==> config.mk <==
export PLATFORM = sky130hd
export DESIGN_NAME = shift_sequencer
export DESIGN_NICKNAME = d
export VERILOG_FILES = /design/src/rtl/shift_sequencer.sv
export SDC_FILE = /design/constraint.sdc
export NUM_CORES = 1
export LEC_CHECK = 0
export ABC_AREA = 1
export BUFFER_PORTS_ARGS = -buffer_cell sky130_fd_sc_hd__buf_2
export CORE_MARGIN = 5
export CORE_UTILIZATION = 40
export CTS_BUF_LIST = sky130_fd_sc_hd__clkbuf_4 sky130_fd_sc_hd__clkbuf_8 sky130_fd_sc_hd__clkbuf_16
export CTS_CLUSTER_SIZE = 8
export DETAILED_ROUTE_END_ITERATION = 7
export PLACE_DENSITY = 0.65
export REMOVE_ABC_BUFFERS = 1
export SYNTH_ARGS = -nofsm -noshare
export SYNTH_HDL_FRONTEND = slang
export SYNTH_SLANG_ARGS = --single-unit
==> constraint.sdc <==
create_clock -name clk -period 1.23 [get_ports clk]
set_input_delay 0.3075 -clock clk [delete_from_list [all_inputs] [get_ports clk]]
set_output_delay 0.3075 -clock clk [all_outputs]
set_load 0.01 [all_outputs]
==> src/rtl/shift_sequencer.sv <==
// rtl/shift_sequencer.sv - multi-step shift controller with valid/ready request and response ports
module shift_sequencer #(
    parameter int COUNT_W = 4
) (
    input  logic               clk,
    input  logic               rst,
    input  logic               req_valid,
    output logic               req_ready,
    input  logic [7:0]         req_data,
    input  logic               req_cin,
    input  logic [2:0]         req_mode,
    input  logic [COUNT_W-1:0] req_count,
    output logic               resp_valid,
    input  logic               resp_ready,
    output logic [7:0]         resp_data,
    output logic               resp_cout,
    output logic               busy
);

    typedef enum logic [1:0] {
        IDLE = 2'd0,
        RUN  = 2'd1,
        DONE = 2'd2
    } state_t;

    state_t             state;
    state_t             state_next;
    logic [7:0]         data_reg;
    logic               carry_reg;
    logic [2:0]         mode_reg;
    logic [COUNT_W-1:0] remaining;

    logic               accept;
    logic               new_bit;
    logic [7:0]         step_out;
    logic               step_cout;

    assign req_ready  = (state == IDLE);
    assign resp_valid = (state == DONE);
    assign busy       = (state != IDLE);
    assign resp_data  = data_reg;
    assign resp_cout  = carry_reg;
    assign accept     = req_valid & req_ready;

    // Single-step shift unit: the incoming bit is either a copy of an edge bit or the gated carry
    always_comb begin
        new_bit = mode_reg[1] ? (mode_reg[0] ? data_reg[7] : data_reg[0])
                              : (carry_reg & mode_reg[0]);
        if (mode_reg[2]) begin
            step_out  = {new_bit, data_reg[7:1]};
            step_cout = data_reg[0];
        end else begin
            step_out  = {data_reg[6:0], new_bit};
            step_cout = data_reg[7];
        end
    end

    // State register; reset wins over any handshake in the same cycle
    always_ff @(posedge clk) begin
        if (rst) begin
            state <= IDLE;
        end else begin
            state <= state_next;
        end
    end

    // Next-state logic: zero count skips RUN, last step lands in DONE
    always_comb begin
        state_next = state;
        case (state)
            IDLE: begin
                if (accept) begin
                    state_next = (req_count == '0) ? DONE : RUN;
                end
            end
            RUN: begin
                if (remaining == COUNT_W'(1)) begin
                    state_next = DONE;
                end
            end
            DONE: begin
                if (resp_ready) begin
                    state_next = IDLE;
                end
            end
            default: state_next = IDLE;
        endcase
    end

    // Operand capture on accept, then one step per RUN cycle; registers hold in DONE
    always_ff @(posedge clk) begin
        if (rst) begin
            data_reg  <= 8'h00;
            carry_reg <= 1'b0;
            mode_reg  <= 3'b000;
            remaining <= '0;
        end else begin
            case (state)
                IDLE: begin
                    if (accept) begin
                        data_reg  <= req_data;
                        carry_reg <= req_cin;
                        mode_reg  <= req_mode;
                        remaining <= req_count;
                    end
                end
                RUN: begin
                    data_reg  <= step_out;
                    carry_reg <= step_cout;
                    remaining <= remaining - COUNT_W'(1);
                end
                default: begin
                end
            endcase
        end
    end

endmodule

[Word level (Yosys, flattened, before mapping)]
Cells that the tools add are included.
Operators by class
  add/sub/neg operators: 1
  eq/ne operators: 6
  mux-type cells: 15
  bitwise operators: 2
  reduce and logical (&&, ||, !) cells: 7
Operators by type and width (number)
  $mux W8: 2
  $pmux W8 S2: 1
  $mux W2: 4
  $pmux W4 S2: 1
  $pmux W2 S3: 1
  $eq A4 B1 Y1 const B: 1
  $logic_not A4 Y1: 1
  $mux W1: 4
  $mux W4: 1
  $ne A2 B1 Y1 const B: 2
  $reduce_and A2 Y1: 2
  $reduce_bool A2 Y1: 2
  $sub A4 B1 Y4 const B: 1
  $reduce_and A3 Y1: 1
  $and A1 B1 Y1: 2
  $eq A2 B1 Y1 const B: 1
  $eq A2 B2 Y1 const B: 1
  $logic_not A2 Y1: 1
  $ne A2 B2 Y1 const B: 1
  $pmux W1 S2: 1
Storage, ports and cells
  register bits after elaboration: 18
  output and inout bits: 12

[Logic depth before layout (Yosys ltp)]
Gate-level depths: netlist of run 1.
  depth after elaboration: 4
  gate-level depth with buffers: 7
  depth with buffers taken out: 7

[Least setup slack after synthesis of run 1]
No wires, ideal clock.
  path type: register -> register
  from: register state[1]
  to: register remaining[1]
  library setup time: 0.117 ns
  data arrival time: 0.953 ns
  required time: 1.113 ns
  setup slack: 0.160 ns
  stages on the path, launching flop included: 7
  path buffers: 1
  period minus slack after synthesis: 1.070 ns
  cells stage by stage: dfxtp_1 inv_2 nand2_2 nand2_2 buf_2 o21ai_0 nor2_1
On the way
  word-level cells in the longest chain between the ends: 4
  elaborated cells between the ends (all ways): 7
  classes of those cells: eq/ne: 2; mux: 1; bitwise: 1; reduce/logical: 3
Ends and longest elaborated chain
  start: declaration: line 26  | state_t state;
  start signal: assignment: line 63  | state <= state_next;
  $logic_not A2 Y1: line 38, 98
  $and A1 B1 Y1: line 43  | assign accept = req_valid & req_ready;
  $ne A2 B1 Y1 (no line)
  $reduce_and A2 Y1 (no line)
  end signal: assignment: line 104  | remaining <= req_count;
  end signal: assignment: line 110  | remaining <= remaining - COUNT_W'(1);
  end: declaration: line 31  | logic [COUNT_W-1:0] remaining;
Several ways; a longest one is shown, not always the timed one.
A chain may end at the register's enable or synchronous reset.

[Worst setup path after layout of run 1]
  from: register state[1]
  to: output port busy
On the way
  word-level cells in the longest chain between the ends: 1
Ends and longest elaborated chain
  $reduce_bool A2 Y1: line 40  | assign busy = (state != IDLE);
  end: declaration: line 17  | output logic busy
Every way passes these cells.

==> flow_metrics.py, run 1 <==
metrics = {
    "sta": {
        "post-route-min-period_ns": 1.29,
        "fin_crit_sh_pct": 105,
        "rsz0062_at_grt": "true",
        "report.final.hold_viol_count": 0,
        "setup_viol": 3,
        "fmax_ghz": 0.773,
        "tightest_slew_ns": 0.397,
        "fin_hold_ws_ns": 0.216,
        "slew_headroom_pct": 73.5,
        "fin_worst_skew_ns": 0.00751,
        "layout_setup_ws_ns": -0.0637,
        "report.final.slew_viol_count": 0,
    },
    "synth": {
        "yosysWarningCount": 0,
        "ys_top_cells_by_area": "dfxtp_1, a21oi_1, o21ai_0",
        "synth_area_um2": 981,
        "synthTopCellsByCount": "a21oi_1, nand2_1, o21ai_0, dfxtp_1, nor2_1",
        "synth_top_cell_by_area": "dfxtp_1",
        "async_flop_share_pct": 0,
        "ys.flop_type": "dfxtp_1",
        "seq_area_frac_synth_pct": 36.7,
        "synth_top_area_share_pct": 36.7,
        "ys_seq_elements": 18,
        "synth_edf_count": 0,
        "syn_inst": 148,
        "avgSynthCellArea_um2": 6.63,
        "post-synth-top-count-cell": "a21oi_1",
        "synth.distinct_cells": 18,
    },
    "clock_network": {
        "clk_root_buffer_cell": "clkbuf_4",
        "cts_buffers": 3,
        "clock_latency_ns": 0.29,
        "cts-hold-fix-buffers": 0,
        "cts_max_path_buffers": 2,
        "cts_tree": "done",
        "clk_pin_slew_worst_paths_ns": 0.10,
        "htreeDepth": 1,
        "numClockSinks": 18,
    },
    "critical_path": {
        "cp-start-kind": "flop",
        "criticalPathCategory": "flop to output port",
        "worst_setup_path_end_kind": "output port",
        "cp_slowest_stage_delay_ns": 0.35,
        "critPathArrivalTime_ns": 0.99,
        "cp_max_fo": 2,
        "cp_cell_sequence": "buf_6 -> nor2_4 -> inv_1 -> buf_2",
        "crit_required_ns": 0.92,
        "r2r_slack_ns": 0.01,
        "critPathSlowestCell": "dfxtp_2",
    },
    "placed_design": {
        "dp_hpwl_mm": 2.11,
        "dp_slack_ns": 0.0474,
        "place_congestion": 0.825,
        "portBuffers": 31,
    },
    "layout": {
        "largest_reg_flops": 8,
        "drive_above_1_share_pct": 31.9,
        "nNetsFinal": 208,
        "areaGrowthSynthToFinish_pct": 31.4,
        "diodes": 0,
    },
    "status": {
        "status": "complete, but fails checks",
        "violations": "setup timing",
    },
    "die": {
        "num_io_pins": 32,
        "core_area_um2": 2410,
        "die-width_um": 59.5,
        "initial_core_util_pct": 40.7,
        "fp.dieH_um": 59.5,
        "row_count": 18,
        "dieArea_um2": 3540,
    },
    "power_and_ir_drop": {
        "p_leak_nw": 0.596,
        "power.total_mw": 1.66,
        "ir_drop_mv": 0.795,
        "powerDensity_nw_per_um2": 1290,
    },
    "routing": {
        "drt_iter0_drc": 37,
        "wl_mm": 2.77,
        "viasPerCell": 5.19,
        "ant_nets": 0,
        "wire_per_inst_um": 12.9,
        "dr.pass1.iters": 4,
        "vias": 1115,
        "drc": 0,
    },
    "grt": {
        "first_global_vias": 1057,
        "grt_overflow": 0,
        "antenna_found_initial": 0,
        "grt.total_usage_pct": 16.7,
        "grt_max_degree": 16,
        "grt_pass1_wl_mm": 4.56,
    },
    "flow_run": {
        "cap_violations": 0,
    },
    "hold_path": {
        "hp-class": "input pin to flop",
    },
}
repair_timing:
| item | 4_1_cts | 5_1_grt |
|---|---|---|
| gates resized for setup | 8 | 15 |
| cloned | 0 | 1 |
| pin swaps | 2 | 2 |
| setup endpoints to repair | 3 | 19 |
| buffers inserted | 2 | 0 |
per-stage QoR:
| stage | cells | setup TNS, ns | util [%] | area, um^2 |
|---|---|---|---|---|
| after global routing | 215 | -0.340 | 53.5 | 1290 |
| after global placement | 208 | 0 | 48.7 | 1170 |
| after CTS | 214 | -0.164 | 51.9 | 1250 |
| after floorplan | 142 | 0 | - | 943 |
| after detailed placement | 208 | 0 | 48.7 | 1170 |
| final | 215 | -0.142 | 53.5 | 1290 |
layer usage:
metal	global-route usage, %	vias up	part of all wire [%]
li1	-	564	-
met4	4.75	0	0.94
met2	30.1	33	50
met1	20.5	514	43
met5	0	-	0
met3	2.40	4	5.8
final timing paths:
kind | from | end | cells after the start
worst min register to register | mode_reg[1] | mode_reg[1] | 2
worst max-delay path | state[1] | busy | 4
worst min-delay path | rst | remaining[3] | 2
worst max register to register | state[1] | remaining[2] | 6
power breakdown:
group	leakage [nW]	switching (mW)	internal, mW
logic	0.425	0.332	0.229
registers	0.150	0.0701	0.660
clock network	0.0210	0.187	0.180
final cells by class:
class / instances / area (um^2)
fill: 250 / 1120
timing repair buffer: 39 / 226
sequential: 18 / 363
inverter: 18 / 75.1
multi-input combinational: 106 / 551
clock buffer: 4 / 36.3
tap: 30 / 37.5
placed cells by master (no fill, tap or decap), types with 2 or more instances in the layout:
cell	synthesis	final
a21oi_1	29	27
buf_4	1	5
buf_2	3	31
clkbuf_4	0	3
dfxtp_2	0	2
nand2_1	22	22
nor2_4	1	2
nand2_4	0	2
buf_6	1	3
nand3_1	6	5
a21oi_2	0	2
nor2_1	16	13
inv_1	14	14
inv_2	4	2
o21ai_0	19	14
o211ai_1	3	3
o21ai_1	4	9
dfxtp_1	18	16
ha_1	2	2
nor2_2	0	2
logic make-up after synthesis:
group / count (synthesis) / share of synthesized area, %
compound gates: 55 / 28.8
fa+ha+maj: 2 / 2.55
buf+inv: 24 / 10.7
flops: 18 / 36.7
simple gates: 49 / 21.2
critical path: cells and delay by family, from the launching register on:
family        cells  cell delay, ns
simple gates      1            0.07
buf+inv           3            0.29
flops             1            0.35
Power figures use the tool's default switching activity.
==> inputs of run 2 (changes only) <==
--- a/config.mk
+++ b/config.mk
@@ -6,7 +6,7 @@
 export NUM_CORES = 1
 export LEC_CHECK = 0
 export ABC_AREA = 1
-export BUFFER_PORTS_ARGS = -buffer_cell sky130_fd_sc_hd__buf_2
+export BUFFER_PORTS_ARGS = -buffer_cell sky130_fd_sc_hd__buf_4
 export CORE_MARGIN = 5
 export CORE_UTILIZATION = 40
 export CTS_BUF_LIST = sky130_fd_sc_hd__clkbuf_4 sky130_fd_sc_hd__clkbuf_8 sky130_fd_sc_hd__clkbuf_16
==> constraint.sdc (replaced) <==
create_clock -name clk -period 1.23 [get_ports clk]
set_input_delay 0.3075 -clock clk [delete_from_list [all_inputs] [get_ports clk]]
set_output_delay 0.3075 -clock clk [all_outputs]
set_load 0.02 [all_outputs]
==> run 2 against run 1 <==
The flow still finishes with violations (setup timing); combinational power is 16% higher; global-route usage fell by 0.51 points; clock power hardly changed; sequential power about the same; maximum frequency is 3.0% higher; non-clock buffer count unchanged; clock skew decreased by 0.0052 ns; final area increased by 6.5%; sequential cell count stayed put; core utilization up 3.5 points; hold slack worse by 0.029 ns; final cell count did not move; largest cell class unchanged; largest power group unchanged.
==> flow_metrics.py, run 2 (synthesis gave the netlist of run 1 again) <==
metrics = {
    "routing": {
        "viasPerCell": 5.04,
        "wire_per_inst_um": 12.4,
        "drc": 0,
        "vias": 1084,
        "drt_iter0_drc": 23,
        "wl_mm": 2.67,
        "ant_nets": 0,
        "dr.pass1.iters": 4,
    },
    "sta": {
        "fin_worst_skew_ns": 0.00227,
        "report.final.slew_viol_count": 0,
        "tightest_slew_ns": 0.390,
        "setup_viol": 3,
        "slew_headroom_pct": 74.0,
        "layout_setup_ws_ns": -0.0264,
        "rsz0062_at_grt": "true",
        "fin_hold_ws_ns": 0.187,
        "report.final.hold_viol_count": 0,
        "post-route-min-period_ns": 1.26,
        "fmax_ghz": 0.796,
        "fin_crit_sh_pct": 102,
    },
    "grt": {
        "grt_pass1_wl_mm": 4.37,
        "antenna_found_initial": 0,
        "first_global_vias": 973,
        "grt.total_usage_pct": 16.2,
        "grt_overflow": 0,
        "grt_max_degree": 16,
    },
    "die": {
        "fp.dieH_um": 59.5,
        "num_io_pins": 32,
        "core_area_um2": 2410,
        "row_count": 18,
        "die-width_um": 59.5,
        "dieArea_um2": 3540,
        "initial_core_util_pct": 40.7,
    },
    "clock_network": {
        "cts_tree": "done",
        "clk_pin_slew_worst_paths_ns": 0.10,
        "cts-hold-fix-buffers": 0,
        "numClockSinks": 18,
        "clock_latency_ns": 0.29,
        "cts_max_path_buffers": 2,
        "htreeDepth": 1,
        "cts_buffers": 3,
        "clk_root_buffer_cell": "clkbuf_4",
    },
    "placed_design": {
        "portBuffers": 31,
        "dp.cells": 208,
        "dp_hpwl_mm": 2.01,
        "dp_slack_ns": 0.0639,
        "place_congestion": 0.832,
    },
    "power_and_ir_drop": {
        "power.total_mw": 1.75,
        "swShare_pct": 35.9,
        "seq_power_share_pct": 41.8,
        "powerDensity_nw_per_um2": 1270,
        "ir_drop_mv": 0.969,
        "pwr-share-clk_pct": 21.1,
        "p_leak_nw": 0.615,
        "p_int_mw": 1.12,
        "pwr-share-comb_pct": 37.1,
        "p_sw_uw": 628,
    },
    "layout": {
        "layout.cells.non_filler": 215,
        "areaGrowthSynthToFinish_pct": 39.9,
        "diodes": 0,
        "layout_commonest_cell": "buf_4",
        "largest_reg_flops": 8,
        "nNetsFinal": 208,
        "final_cell_mix": "buf_4, a21oi_1, nand2_1, dfxtp_1",
        "fill_cells": 240,
        "drive_above_1_share_pct": 31.9,
    },
    "critical_path": {
        "worst_setup_path_end_kind": "output port",
        "cp-start-kind": "flop",
        "crit_required_ns": 0.92,
        "criticalPathCategory": "flop to output port",
        "r2r_slack_ns": 0.06,
        "critPathArrivalTime_ns": 0.95,
        "cp_max_fo": 3,
    },
    "status": {
        "status": "complete, but fails checks",
        "violations": "setup timing",
    },
    "flow_run": {
        "cap_violations": 0,
    },
    "hold_path": {
        "hp-class": "input pin to flop",
    },
}
## run 2: changes by cell type in the layout (fill, tap and decap cells not counted), moves of 2 or more
cell,delta
o21ai_0,-2
dfxtp_4,+2
o21ai_1,+2
dfxtp_2,-2
buf_4,+30
buf_2,-31
## run 2: per-stage QoR
step / setup TNS (ns) / area, um^2 / util (%)
floorplan: 0 / 943 / -
global placement: 0 / 1250 / 51.9
detailed placement: 0 / 1250 / 51.9
CTS: -0.0777 / 1340 / 55.7
global route: -0.221 / 1370 / 57.0
finish: -0.0532 / 1370 / 57.0
## run 2: final cells by class
| cell class | count | area [um^2] | share of cell area (%) |
|---|---|---|---|
| clock buffer | 4 | 36.3 | 2.64 |
| inverter | 18 | 72.6 | 5.29 |
| multi-input combinational | 106 | 551 | 40.1 |
| sequential | 18 | 368 | 26.8 |
| tap | 30 | 37.5 | 2.73 |
| timing repair buffer | 39 | 308 | 22.4 |
## run 2: per-layer routing
layer	track usage, %	routed length [um]	vias to the layer above
li1	-	-	567
met1	21.0	1200	491
met2	26.2	1290	24
met3	5.23	159	2
met4	3.80	18	0
met5	0	0	-
## run 2: power groups by stage
stage	combinational, mW	clock (mW)	sequential, mW
global placement	0.581	0	0.738
CTS	0.623	0.374	0.728
detailed placement	0.587	0	0.739
floorplan	0.301	0	0.777
finish	0.648	0.368	0.731
global route	0.725	0.400	0.741
## run 2: final timing paths
check | to | cells past startpoint | startpoint
worst min register to register | mode_reg[1] | 2 | mode_reg[1]
worst max-delay path | busy | 3 | state[1]
worst max register to register | resp_data[3] | 7 | state[1]
worst min-delay path | remaining[3] | 2 | rst
## run 2: critical path, stage by stage, from the launching register on
cell and delay (ns):
dfxtp_4 0.38, nor2_4 0.12, inv_2 0.04, buf_6 0.12
## run 2: timing repair
| action | 4_1_cts | 5_1_grt |
|---|---|---|
| pin swaps | 2 | 7 |
| setup buffers | 3 | 0 |
| endpoints found under the setup margin | 3 | 17 |
| resized for setup | 12 | 15 |
